$ cat config.mk
export PLATFORM = sky130hd
export DESIGN_NAME = pipe_skid
export DESIGN_NICKNAME = d
export VERILOG_FILES = /design/src/rtl/pipe_skid_pkg.sv /design/src/rtl/pipe_skid.sv
export SDC_FILE = /design/constraint.sdc
export NUM_CORES = 1
export LEC_CHECK = 0
export CAP_MARGIN = 5
export CORE_ASPECT_RATIO = 0.8
export CORE_MARGIN = 4
export CORE_UTILIZATION = 53
export DETAILED_ROUTE_END_ITERATION = 6
export GPL_TIMING_DRIVEN = 0
export PLACE_DENSITY_LB_ADDON = 0.08
export SETUP_SLACK_MARGIN = 0.4
export SLEW_MARGIN = 5
export SYNTH_ARGS = -nofsm -noshare
export SYNTH_HDL_FRONTEND = slang
export SYNTH_SLANG_ARGS = --single-unit
$ cat constraint.sdc
create_clock -name clk -period 2.9 [get_ports clk]
set_clock_uncertainty 0.05 [all_clocks]
set_input_delay 0.29 -clock clk [delete_from_list [all_inputs] [get_ports clk]]
set_output_delay 0.29 -clock clk [all_outputs]
set_load 0.02 [all_outputs]
$ cat src/rtl/pipe_skid_pkg.sv
// Shared state encodings for elastic valid/ready pipeline stages.
package pipe_skid_pkg;

  localparam int unsigned STATE_W = 2;

  typedef logic [STATE_W-1:0] pipe_state_t;

  localparam logic [1:0] PIPE_EMPTY = 2'd0;
  localparam logic [1:0] PIPE_FULL  = 2'd1;
  localparam logic [1:0] PIPE_SKID  = 2'd2;

endpackage

$ cat src/rtl/pipe_skid.sv
// Elastic pipeline stage with a 2-entry skid buffer: registered in_ready,
// registered out_valid/out_data, synchronous reset and flush.
module pipe_skid
  import pipe_skid_pkg::*;
#(
  parameter int unsigned       width      = 32,
  parameter logic [width-1:0]  flush_data = '0
) (
  input  logic             clk,
  input  logic             rst,
  input  logic             flush,
  input  logic             in_valid,
  output logic             in_ready,
  input  logic [width-1:0] in_data,
  output logic             out_valid,
  input  logic             out_ready,
  output logic [width-1:0] out_data
);

  pipe_state_t      state_q, state_d;
  logic [width-1:0] main_q, main_d;
  logic [width-1:0] skid_q, skid_d;
  logic             out_valid_q, in_ready_q;

  // Next-state and datapath selection; flush squashes everything held.
  always_comb begin
    state_d = state_q;
    main_d  = main_q;
    skid_d  = skid_q;
    if (flush) begin
      state_d = PIPE_EMPTY;
      main_d  = flush_data;
      skid_d  = flush_data;
    end else begin
      case (state_q)
        PIPE_EMPTY: begin
          if (in_valid) begin
            main_d  = in_data;
            state_d = PIPE_FULL;
          end
        end
        PIPE_FULL: begin
          if (in_valid && out_ready) begin
            main_d = in_data;
          end else if (out_ready) begin
            state_d = PIPE_EMPTY;
          end else if (in_valid) begin
            skid_d  = in_data;
            state_d = PIPE_SKID;
          end
        end
        PIPE_SKID: begin
          if (out_ready) begin
            main_d  = skid_q;
            state_d = PIPE_FULL;
          end
        end
        default: state_d = PIPE_EMPTY;
      endcase
    end
  end

  // Handshake flags are flopped from the next state so no path crosses the stage.
  always_ff @(posedge clk) begin
    if (rst) begin
      state_q     <= PIPE_EMPTY;
      main_q      <= flush_data;
      skid_q      <= flush_data;
      out_valid_q <= 1'b0;
      in_ready_q  <= 1'b1;
    end else begin
      state_q     <= state_d;
      main_q      <= main_d;
      skid_q      <= skid_d;
      out_valid_q <= (state_d != PIPE_EMPTY);
      in_ready_q  <= (state_d != PIPE_SKID);
    end
  end

  assign out_valid = out_valid_q;
  assign in_ready  = in_ready_q;
  assign out_data  = main_q;

endmodule

## Yosys cells after proc, flatten, opt, wreduce, memory -nomap -nowiden

Cells that the tools add are included.

- Register bits: 68
- Input port bits: 37
- Output and inout bits: 34
- Logic and storage cells: 31

- Equal/unequal tests: 6
- Multiplexer cells: 11
- Bitwise logic cells: 2
- Reduce and logical (&&, ||, !) cells: 7

Operators by type and width:

| kind | count |
|---|---|
| $mux W32 | 3 |
| $pmux W32 S3 | 1 |
| $mux W2 | 6 |
| $ne A2 B2 Y1 const B | 4 |
| $reduce_and A4 Y1 | 2 |
| $pmux W2 S3 | 1 |
| $reduce_bool A3 Y1 | 1 |
| $eq A2 B1 Y1 const B | 1 |
| $eq A2 B2 Y1 const B | 1 |
| $logic_not A2 Y1 | 1 |
| $not A1 Y1 | 2 |
| $reduce_bool A2 Y1 | 1 |
| $reduce_or A2 Y1 | 1 |
| $logic_and A1 B1 Y1 | 1 |

## Longest topological paths before layout

- Depth after elaboration: 6
- Mapped depth: 5
- Mapped depth without buffers: 3

## Worst setup path before layout

Ideal clock, no wire load.

- Path type: register -> register
- From: register state_q[1]
- To: register main_q[10], in the netlist out_data[10]
- Setup time: 0.146 ns
- Arrival: 1.243 ns
- Data required time: 2.704 ns
- Path slack: 1.461 ns
- Stages on the path, launching flop included: 5
- Buffers on the path: 1
- Period minus slack after synthesis: 1.439 ns
- Cell sequence: dfxtp_1 -> mux2_4 -> buf_2 -> a211oi_1 -> a211oi_2

- Cells in the longest elaborated chain, start to end: 3
- Elaborated cells on any way between the ends: 9
- Those cells by class: eq/ne (5); mux (1); reduce/logical (3)

Ends and longest elaborated chain:

| what | line | text |
|---|---|---|
| start: declaration | pipe_skid.sv:20 | `pipe_state_t state_q, state_d;` |
| start signal: assignment | pipe_skid.sv:72 | `state_q <= state_d;` |
| $eq A2 B1 Y1, or another cell as far along | pipe_skid.sv:35 | `case (state_q)` |
| $ne A2 B2 Y1 (no source line) or $reduce_bool A3 Y1 (tied branches) | - |  |
| $reduce_and A4 Y1 (no source line) | - |  |
| end signal: assignment | pipe_skid.sv:67 | `main_q <= flush_data;` |
| end signal: assignment | pipe_skid.sv:73 | `main_q <= main_d;` |
| end: declaration | pipe_skid.sv:21 | `logic [width-1:0] main_q, main_d;` |

Several ways; a longest one is shown, not always the timed one.
A chain may end at the register's enable or synchronous reset.

## Worst setup path after layout

- From: input flush
- To: register skid_q[28]

- Cells in the longest elaborated chain, start to end: 1

Ends and longest elaborated chain:

| what | line | text |
|---|---|---|
| start: declaration | pipe_skid.sv:11 | `input logic flush,` |
| $reduce_or A2 Y1 (no source line) | - |  |
| end signal: assignment | pipe_skid.sv:68 | `skid_q <= flush_data;` |
| end signal: assignment | pipe_skid.sv:74 | `skid_q <= skid_d;` |
| end: declaration | pipe_skid.sv:22 | `logic [width-1:0] skid_q, skid_d;` |

No other way between the ends.

==> metrics.md <==
| Metric | Value |
|---|---|
| Status | completed |
| Hold Startpoint | skid_q[14]$_SDFFE_PP0P_ |
| Crit start category | primary input |
| Peak Freq | 599 MHz |
| Syn Nets | around 350 |
| Syn Area/Cell | 9.76 µm² |
| DRC violations left | 0 |
| CP Buf/Inv Count | 4 |
| Die ar. | 0.00703 mm² |
| RR Startpoint | state_q[1]$_SDFF_PP0_ |
| Hold depth | 2 |
| Slowest cell on crit path | clkdlybuf4s50_1 |
| WL per Instance | approximately 16 µm |
| Clk pwr share | 37.7% |
| Clock tree buffer depth | 2 |
| Post-route setup slack | 1.23 ns |
| Pwr per Cell Area | 518 mW/mm² |
| Cts repair resizes | 0 |
| TNS Setup | 0 ns |
| Switch share | 25.6% |
| Vias in the first global route | 2577 |
| Crit-path leading delay family | buffers and inverters |
| Critical path class | in2reg |
| Slew @ Worst Pin | ~0.72 ns |
| Yosys reg bits | 68 |
| VDD IR max | ~0.00035 V |
| Area contributors post-synth | dfxtp_1 (45%), a211oi_2 (12%), mux2i_1 (11%) |
| R2r setup slk | 1.25 ns |
| Crit path required time | 3.06 ns |
| Reg power frac | between 40% and 50% |
| Final Net Count | 430 |
| CTS Hold Bufs | 0 |
| Post-Route WL | 7480 µm |
| Register Area | about 0.0014 mm² |
| # rows | 24 |
| Comb power frac | approximately 16% |
| Area growth from synthesis to layout | 32.9% |
| Slew Limit Fails | 0 |
| CP arrival | 1.82 ns |
| CTS root buf | clkbuf_8 |
| All-Layer GR Usage | about 22% |
| Internal power | 1.56 mW |
| Number of setup buffers added after CTS | 0 |
| CTS tree | built |
| Largest net degree at the start of global routing | 12 |
| Crit-path cells | clkdlybuf4s50_1, or2_1, clkbuf_1, buf_2, clkbuf_1, a21oi_1 |
| Boundary Pins | 71 |
| Layout cell share with drive strength beyond 1 | between 10% and 20% |
| Mapped Area | 0.00304 mm² |
| Overflow after GRT | 0 |
| Mapped Cells | 312 |
| Endpoint, Worst Hold | skid_q[14]$_SDFFE_PP0P_ |
| DR vias | around 2.6k |
| Max-cap violation count | 0 |
| Area of the multi-input gates | between 0.001 and 0.0015 mm² |
| # setup viols final | 0 |
| Leak | 1.56 nW |
| Antenna violations before repair | 0 |
| Post-synth EDFFs | 0 |
| Ys async rst share | 0% |
| Worst min path class | reg2reg |
| Clk Latency, worst-skew pair | approximately 0.34 ns |
| CP dominant cell by count | clkbuf_1 |
| Top cell type by total area after synthesis | dfxtp_1 |
| Hold_ws | 0.403 ns |
| Crit path capture type | register |
| Sink Count | 68 |
| Fin cells | around 480 |
| Placed cell count | 460 |
| Core ar. | 0.00550 mm² |
| Clock transition at path regs | 0.07 ns |
| Critical Path Max Stage Delay | 0.45 ns |
| TritonCTS Buffers | 9 |
| Post-DR vias/cell | 5.47 |
| NetSw | roughly 540 µW |
| # H-tree levels | 3 |
| First-pass GRT wire length | 12300 µm |
| Overall die width | 92.7 µm |
| Initial DRC Count | 127 |
| Final period utilization | 57.5% |
| Final Critical Period | 1.67 ns |
| Reg2Reg Depth | 4 |
| Yosys warns | 0 |
| ANT cells | 0 |
| Unrepaired setup endpoints after global routing | false |
| TritonRoute pass-1 iters | 4 |
| Detailed Place HPWL | 5170 µm |
| Dpl ws | 0.890 ns |
| FF-to-FF End | out_data[11]$_SDFFE_PP0P_ |
| Sequential share of the synthesized area | 44.7% |
| Top-area cell type share of the netlist area | 44.7% |
| Slew Limit Headroom | 52.2% |
| Top_reg_cell synth | dfxtp_1 |
| Final hold vios | 0 |
| Die Y-Extent | 75.8 µm |
| Crit-path max FO | 10 |
| GPL Wtd Cong | 0.802 |
| # fillers | between 400 and 500 |
| Routed Antenna Nets | 0 |
| Number of port buffers | 70 |
| Netlist cell types | 27 |
| Initial core utilization | 55.4% |
==> through the flow <==
step           total power [mW]  area (µm²)  util, %
2_1_floorplan              1.18        3040        -
3_3_place_gp               1.32        3840     69.9
3_5_place_dp               1.33        3840     69.9
4_1_cts                    2.11        4050     73.6
5_1_grt                    2.18        4050     73.6
6_report                   2.10        4050     73.6
==> per-layer routing <==
metal | GRT usage, % | wire, µm | up-vias
li1 | - | - | 1281
met1 | 28.0 | 3400 | 1236
met2 | 38.0 | 3500 | 77
met3 | 6.91 | 510 | 8
met4 | 5.85 | 74 | 0
met5 | 0 | 0 | -
==> registers in the layout (all words and copies together), names as in the netlist <==
register / cells
in_ready: 1
state_q: 2
out_valid: 1
out_data: 32
skid_q: 32
==> synthesized netlist by cell type, types with 2 or more instances <==
master    number
buf_4          2
buf_2         13
clkbuf_1      11
dfxtp_1       68
mux2i_1       32
nand2_1       66
buf_6          4
a211oi_2      30
a211oi_1      34
a21oi_1       34
clkbuf_4       2
==> cells in the final DEF (no fill, tap or decap) <==
master and n:
a211o_1 1, a211oi_1 34, a211oi_2 30, a21o_1 1, a21o_4 1, a21oi_1 34, and3b_1 1, and4bb_2 1
buf_1 1, buf_2 13, buf_4 2, buf_6 4, bufinv_16 1, clkbuf_1 12, clkbuf_4 2, clkbuf_8 11
clkdlybuf4s50_1 70, clkinv_2 2, clkinvlp_4 1, dfxtp_1 68, inv_1 1, inv_2 1, mux2_4 1, mux2i_1 32
nand2_1 66, nand2b_1 1, nand3b_1 1, nand4bb_1 1, nor2b_1 1, o21bai_1 1, or2_1 1, or3b_1 1
==> worst max-delay path by stage <==
stage	startpoint	endpoint	slack, ns	depth (start not counted)
detailed placement	flush	skid_q[7]$_SDFFE_PP0P_	0.89	6
floorplan	state_q[1]$_SDFF_PP0_	out_data[10]$_SDFFE_PP0P_	1.46	4
finish	flush	skid_q[28]$_SDFFE_PP0P_	1.23	6
CTS	out_data[31]$_SDFFE_PP0P_	out_data[31]	1.23	1
global route	out_ready	skid_q[13]$_SDFFE_PP0P_	1.11	6
global placement	flush	skid_q[21]$_SDFFE_PP0P_	0.92	6
==> power by group through the flow <==
stage	Sequential, mW	Combinational [mW]	Clock [mW]
finish	0.979	0.327	0.791
global route	0.981	0.350	0.848
CTS	0.979	0.328	0.805
detailed placement	1.00	0.325	0
global placement	0.999	0.322	0
floorplan	1.03	0.154	0
==> worst reg2reg max path: stages (launching register included) <==
cell and delay [ns]:
dfxtp_1 0.46, mux2_4 0.38, buf_2 0.20, a211oi_1 0.33, a211oi_2 0.08
==> logic make-up (layout without fill, tap and decap cells) <==
| group | after synthesis | in the layout | synth area share (%) |
|---|---|---|---|
| AO/OA/AOI/OAI | 102 | 102 | 27.6 |
| buffers and inverters | 35 | 121 | 6.33 |
| AND/OR/NAND/NOR | 74 | 74 | 10.4 |
| flip-flops | 68 | 68 | 44.7 |
| multiplexers | 33 | 33 | 11.0 |
==> area by class of cell <==
class | count | share of cell area (%)
Timing Repair Buffer | 70 | 17.3
Clock buffer | 12 | 3.84
Tap cell | 78 | 2.41
Clock inverter | 4 | 1.18
Multi-Input combinational cell | 209 | 36.8
Buffer | 33 | 4.58
Sequential cell | 68 | 33.7
Inverter | 2 | 0.186
Note: power is estimated with default switching activity, not from simulation.
